### src/rtl/key_event_classifier.sv
// key_event_classifier
//   Classifies debounced key pulses into short-press, long-press and
//   double-click events. Consumes the one-cycle press_down/press_up pulses
//   from the key debouncer and emits one-cycle event pulses to the UI logic.
//
//   Optional feature macro: KEY_AUTO_REPEAT_EN
//     defined   -> repeat_pulse fires every REPEAT_CYC cycles while in LONG
//     undefined -> repeat_pulse tied to 0, REPEAT_CYC unused
//
// Ports
//   clk           in   clock
//   rst_n         in   asynchronous reset, active-low
//   press_down    in   one-cycle pulse: key pressed
//   press_up      in   one-cycle pulse: key released
//   short_press   out  one-cycle pulse: single short click
//   long_press    out  one-cycle pulse: hold reached LONG_CYC
//   double_click  out  one-cycle pulse: second click within DCLK_CYC gap
//   repeat_pulse  out  one-cycle pulse every REPEAT_CYC in LONG (auto-repeat)
//   key_held      out  level: high while in HELD1, HELD2 or LONG
//
// State  | meaning
// -------+--------------------------------------------------------------
// IDLE   | key released, no gesture in progress
// HELD1  | first press held, waiting for release or long-press timeout
// GAP    | first click released, waiting for a second press
// HELD2  | second press held, waiting for release or long-press timeout
// LONG   | long press recognised, waiting for release
module key_event_classifier #(
  parameter int LONG_CYC   = 50_000_000,
  parameter int DCLK_CYC   = 12_500_000,
  parameter int REPEAT_CYC = 5_000_000,
  parameter int CNT_W      = 26
) (
  input  logic clk,
  input  logic rst_n,
  input  logic press_down,
  input  logic press_up,
  output logic short_press,
  output logic long_press,
  output logic double_click,
  output logic repeat_pulse,
  output logic key_held
);

  typedef enum logic [2:0] {
    IDLE  = 3'd0,
    HELD1 = 3'd1,
    GAP   = 3'd2,
    HELD2 = 3'd3,
    LONG  = 3'd4
  } state_t;

  // Counter must be able to reach every terminal count.
  if (((64'd1 << CNT_W) <= 64'(LONG_CYC)) ||
      ((64'd1 << CNT_W) <= 64'(DCLK_CYC)) ||
      ((64'd1 << CNT_W) <= 64'(REPEAT_CYC))) begin : g_cnt_w_check
    $error("key_event_classifier: CNT_W too small for configured cycle counts");
  end

  localparam logic [CNT_W-1:0] LONG_TC = CNT_W'(LONG_CYC - 1);
  localparam logic [CNT_W-1:0] DCLK_TC = CNT_W'(DCLK_CYC - 1);
`ifdef KEY_AUTO_REPEAT_EN
  localparam logic [CNT_W-1:0] REPEAT_TC = CNT_W'(REPEAT_CYC - 1);
`endif

  state_t           state, state_nxt;
  logic [CNT_W-1:0] cnt, cnt_nxt;
  logic             short_nxt, long_nxt, dbl_nxt;
`ifdef KEY_AUTO_REPEAT_EN
  logic             rep_nxt;
`endif

  // A release in the same cycle as a press wins; the press is dropped.
  logic down_eff;
  assign down_eff = press_down & ~press_up;

  always_ff @(posedge clk or negedge rst_n) begin
    if (!rst_n) begin
      state        <= IDLE;
      cnt          <= '0;
      short_press  <= 1'b0;
      long_press   <= 1'b0;
      double_click <= 1'b0;
      key_held     <= 1'b0;
    end else begin
      state        <= state_nxt;
      cnt          <= cnt_nxt;
      short_press  <= short_nxt;
      long_press   <= long_nxt;
      double_click <= dbl_nxt;
      key_held     <= (state_nxt == HELD1) || (state_nxt == HELD2) ||
                      (state_nxt == LONG);
    end
  end

`ifdef KEY_AUTO_REPEAT_EN
  always_ff @(posedge clk or negedge rst_n) begin
    if (!rst_n) repeat_pulse <= 1'b0;
    else        repeat_pulse <= rep_nxt;
  end
`else
  assign repeat_pulse = 1'b0;
`endif

  always_comb begin
    state_nxt = state;
    cnt_nxt   = cnt + CNT_W'(1);
    short_nxt = 1'b0;
    long_nxt  = 1'b0;
    dbl_nxt   = 1'b0;
`ifdef KEY_AUTO_REPEAT_EN
    rep_nxt   = 1'b0;
`endif
    // Input pulses are tested before the timeout so they win in the TC cycle.
    case (state)
      IDLE: begin
        if (down_eff) state_nxt = HELD1;
      end
      HELD1: begin
        if (press_up) begin
          state_nxt = GAP;
        end else if (cnt == LONG_TC) begin
          state_nxt = LONG;
          long_nxt  = 1'b1;
        end
      end
      GAP: begin
        if (down_eff) begin
          state_nxt = HELD2;
        end else if (cnt == DCLK_TC) begin
          state_nxt = IDLE;
          short_nxt = 1'b1;
        end
      end
      HELD2: begin
        if (press_up) begin
          state_nxt = IDLE;
          dbl_nxt   = 1'b1;
        end else if (cnt == LONG_TC) begin
          // The first click was already complete, so it is reported as well.
          state_nxt = LONG;
          short_nxt = 1'b1;
          long_nxt  = 1'b1;
        end
      end
      LONG: begin
        if (press_up) begin
          state_nxt = IDLE;
        end else begin
`ifdef KEY_AUTO_REPEAT_EN
          if (cnt == REPEAT_TC) begin
            cnt_nxt = '0;
            rep_nxt = 1'b1;
          end
`else
          cnt_nxt = '0;
`endif
        end
      end
      default: begin
        state_nxt = IDLE;
      end
    endcase
    if (state_nxt != state) cnt_nxt = '0;
  end

endmodule

### config.mk
export PLATFORM = sky130hd
export DESIGN_NAME = key_event_classifier
export DESIGN_NICKNAME = d
export VERILOG_FILES = /design/src/rtl/key_event_classifier.sv
export SDC_FILE = /design/constraint.sdc
export NUM_CORES = 1
export LEC_CHECK = 0
export ABC_AREA = 1
export BUFFER_PORTS_ARGS = -buffer_cell sky130_fd_sc_hd__buf_2
export CELL_PAD_IN_SITES_DETAIL_PLACEMENT = 1
export CELL_PAD_IN_SITES_GLOBAL_PLACEMENT = 1
export CORE_MARGIN = 1.5
export CORE_UTILIZATION = 46
export CTS_CLUSTER_DIAMETER = 80
export CTS_CLUSTER_SIZE = 28
export DETAILED_ROUTE_END_ITERATION = 8
export HOLD_SLACK_MARGIN = 0.12
export PLACE_DENSITY = 0.83
export SETUP_SLACK_MARGIN = 0.5
export SYNTH_ARGS = -nofsm -noshare
export SYNTH_HDL_FRONTEND = slang
export SYNTH_SLANG_ARGS = --single-unit
### constraint.sdc
create_clock -name clk -period 2.45 [get_ports clk]
set_input_delay 0.6125 -clock clk [delete_from_list [all_inputs] [get_ports clk]]
set_output_delay 0.6125 -clock clk [all_outputs]
set_load 0.005 [all_outputs]
==> results.yml <==
yosys:
  avgSynthCellArea_um2: 7.622
  synthCells: 294
  netlist_area_um2: 2241
  ys_types: 27
  yosysWarnings: 0
  syn_nets: 299
  synth-seq-cells: 33
  synth-seq-area-share_pct: 36.85
cts:
  cts_root_buf: "clkbuf_8"
  cts_buffers: 5
  cts_tree: "yes"
  clockBufferDepth: 2
  cts.sinks: 33
  clock_latency_ps: 290
  clkTransAtPathRegs_ps: 70
  h-tree-depth: 2
global_route:
  grt_first_pass_wirelength_mm: 9.515
  grt_max_degree: 34
  grt_use_met1_pct: 29.59
  first_global_vias: 1972
  antenna_found_initial: 0
  busiest_layer: "met2"
  grt_use_met3_pct: 4.144
  use_met2_pct: 41.69
  grt-ovfl-total: 0
  grt_use_total_pct: 23.70
detailed_routing:
  viasPerCell: 5.457
  drc_errors: 0
  routed_wl_mm: 6.595
  drtIter0Drc: 148
  firstDrtPassIters: 4
  vias: 2030
  ant_nets: 0
  routedWlPerCell_um: 17.73
die:
  io-pin-count: 9
  core_area_um2: 4692
  dieArea_um2: 5299
  die_y_um: 72.80
  rows: 25
  initial_core_util_pct: 47.76
  die_x_um: 72.80
sta:
  finalCritPeriodShare_pct: 81.12
  fin_tns_setup_ps: 0
  layout_min_cycle_time_ps: 1987
  setup_viol: 0
  final_max_slew_viol_count: 0
  clock_skew_ps: 6.844
  rsz0062_at_grt: "true"
  fmax_mhz: 503.2
  hold_viol_final: 0
  worst_slew_pin_slew_ps: 756.2
  relSlewSlack_pct: 49.58
  setup_slack_ps: 462.5
power:
  cellLeakagePower_nw: 1.095
  peakVddDrop_mv: 0.5407
  power.density_nw_per_um2: 767.4
final_layout:
  final_common_cell: "nand2_1"
  regArea_um2: 827.0
  multi_input_area_um2: 1296
  drive_above_1_share_pct: 30.19
  area_growth_pct: 18.03
  n_antenna_cell: 0
  fillCellCount: 591
  fin_nets: 322
  final_cell_mix: "50 x nand2_1, 38 x inv_1, 32 x nor2_4, 32 x dfrtp_1, 29 x nor2_1"
  final_util_pct: 56.37
worst_setup_path:
  rrSetupSlack_ps: 460
  reg2reg_depth: 14
  worstPathArrival_ps: 2210
  worstPathMaxFanout: 7
  r2r_end: "cnt[20]"
  crit_path_end_kind: "flip-flop"
  cp.required_ps: 2670
  r2r_start: "cnt[0]"
  startpoint_type: "flip-flop"
  crit_type: "reg2reg"
placement:
  place.gp.congestion: 0.8755
  portBuffers: 7
  dp_worst_setup_slack_ps: 413.3
  post-dp-hpwl_mm: 4.280
min_path:
  hold_path.class: "in2async"
run:
  max-cap-violations: 0
run_status:
  status: "finished clean"
==> cells by family (layout without fill, tap and decap cells) <==
family	after synthesis	count (layout)	synth area share, %
buffers and inverters	46	70	9.325
AND/OR/NAND/NOR	186	186	46.23
adder cells (fa/ha/maj)	1	1	0.5583
AO/OA/AOI/OAI	27	27	6.868
other	1	1	0.1673
flip-flops	33	33	36.85
==> where the power goes <==
| group | internal [mW] | switching [mW] | total [mW] |
|---|---|---|---|
| clock | 0.254 | 0.207 | 0.461 |
| sequential | 0.585 | 0.0319 | 0.617 |
| combinational | 0.377 | 0.576 | 0.952 |
==> layer usage <==
metal | share of wire, % | vias to the layer above
met5 | 0 | -
met3 | 3.7 | 11
met4 | 1.7 | 0
li1 | - | 983
met2 | 53 | 38
met1 | 42 | 998
==> Yosys cell counts <==
library cell / count / area share (%)
buf_12: 2 / 1.8
nand3b_1: 2 / 0.67
clkbuf_1: 1 / 0.17
inv_1: 38 / 6.4
o22ai_1: 1 / 0.28
nand3_2: 2 / 0.89
nand4_1: 7 / 2.0
o21ai_0: 11 / 2.5
nand2_2: 11 / 3.1
nand2_1: 52 / 8.7
nor2_2: 6 / 1.7
nand2_4: 1 / 0.50
nor3_1: 12 / 2.7
o21bai_1: 2 / 0.67
nand3_1: 25 / 5.6
inv_2: 2 / 0.34
ha_1: 1 / 0.56
o211ai_1: 5 / 1.7
nand3_4: 1 / 0.78
clkinv_1: 2 / 0.34
nor2_4: 23 / 12
nor2_1: 37 / 6.2
a21oi_1: 8 / 1.8
or2_2: 7 / 2.0
dfrtp_1: 33 / 37
conb_1: 1 / 0.17
buf_4: 1 / 0.34
==> cell type report <==
class | instances | share of cell area [%]
Clock inverter | 1 | 0.1892
Inverter | 42 | 6.102
Sequential cell | 33 | 31.27
Tap cell | 54 | 2.554
Multi-Input combinational cell | 215 | 49.01
Clock buffer | 7 | 3.642
Timing Repair Buffer | 20 | 7.237
==> repair_timing <==
action                     4_1_cts  5_1_grt
setup buffers                    0        8
setup endpoints to repair        0       26
hold buffers                     0        0
gates resized for setup          0       26
==> state kept, by name, indices dropped and copies added (netlist names) <==
| register | flops |
|---|---|
| cnt | 26 |
| state | 3 |
| double_click | 1 |
| key_held | 1 |
| long_press | 1 |
| short_press | 1 |
==> critical path, stage by stage, from the launching register on <==
cell and delay, ps:
dfrtp_1 380, ha_2 220, nand2_2 90, nor2_4 180, nand2_2 90, nor2_4 110, nand2_2 70, nand2_4 80
nand3_2 60, nand2_2 70, nand2_2 60, nand2_2 70, nand3_4 150, clkbuf_16 230, nor2_4 70
==> through the flow <==
| stage | area, um2 | hold WS (ps) | total power [mW] | cells |
|---|---|---|---|---|
| detailed placement | 2320 | 608.1 | 1.231 | 353 |
| CTS | 2421 | 410.3 | 1.694 | 361 |
| finish | 2645 | 376.2 | 2.030 | 372 |
| global placement | 2320 | 588.1 | 1.225 | 353 |
| floorplan | 2241 | 316.9 | 1.178 | 294 |
| global route | 2645 | 440.8 | 2.116 | 372 |
==> worst max-delay path by stage <==
| stage | start | cells after the start | slack (ps) | endpoint |
|---|---|---|---|---|
| after detailed placement | press_up | 14 | 410 | cnt[4] |
| after global placement | press_up | 14 | 470 | cnt[4] |
| after CTS | cnt[0] | 12 | 500 | cnt[22] |
| after floorplan | press_up | 7 | 700 | cnt[10] |
| final | cnt[0] | 14 | 460 | cnt[20] |
| after global routing | cnt[1] | 14 | 380 | cnt[6] |
No activity file was read; power rests on OpenSTA's default activity.
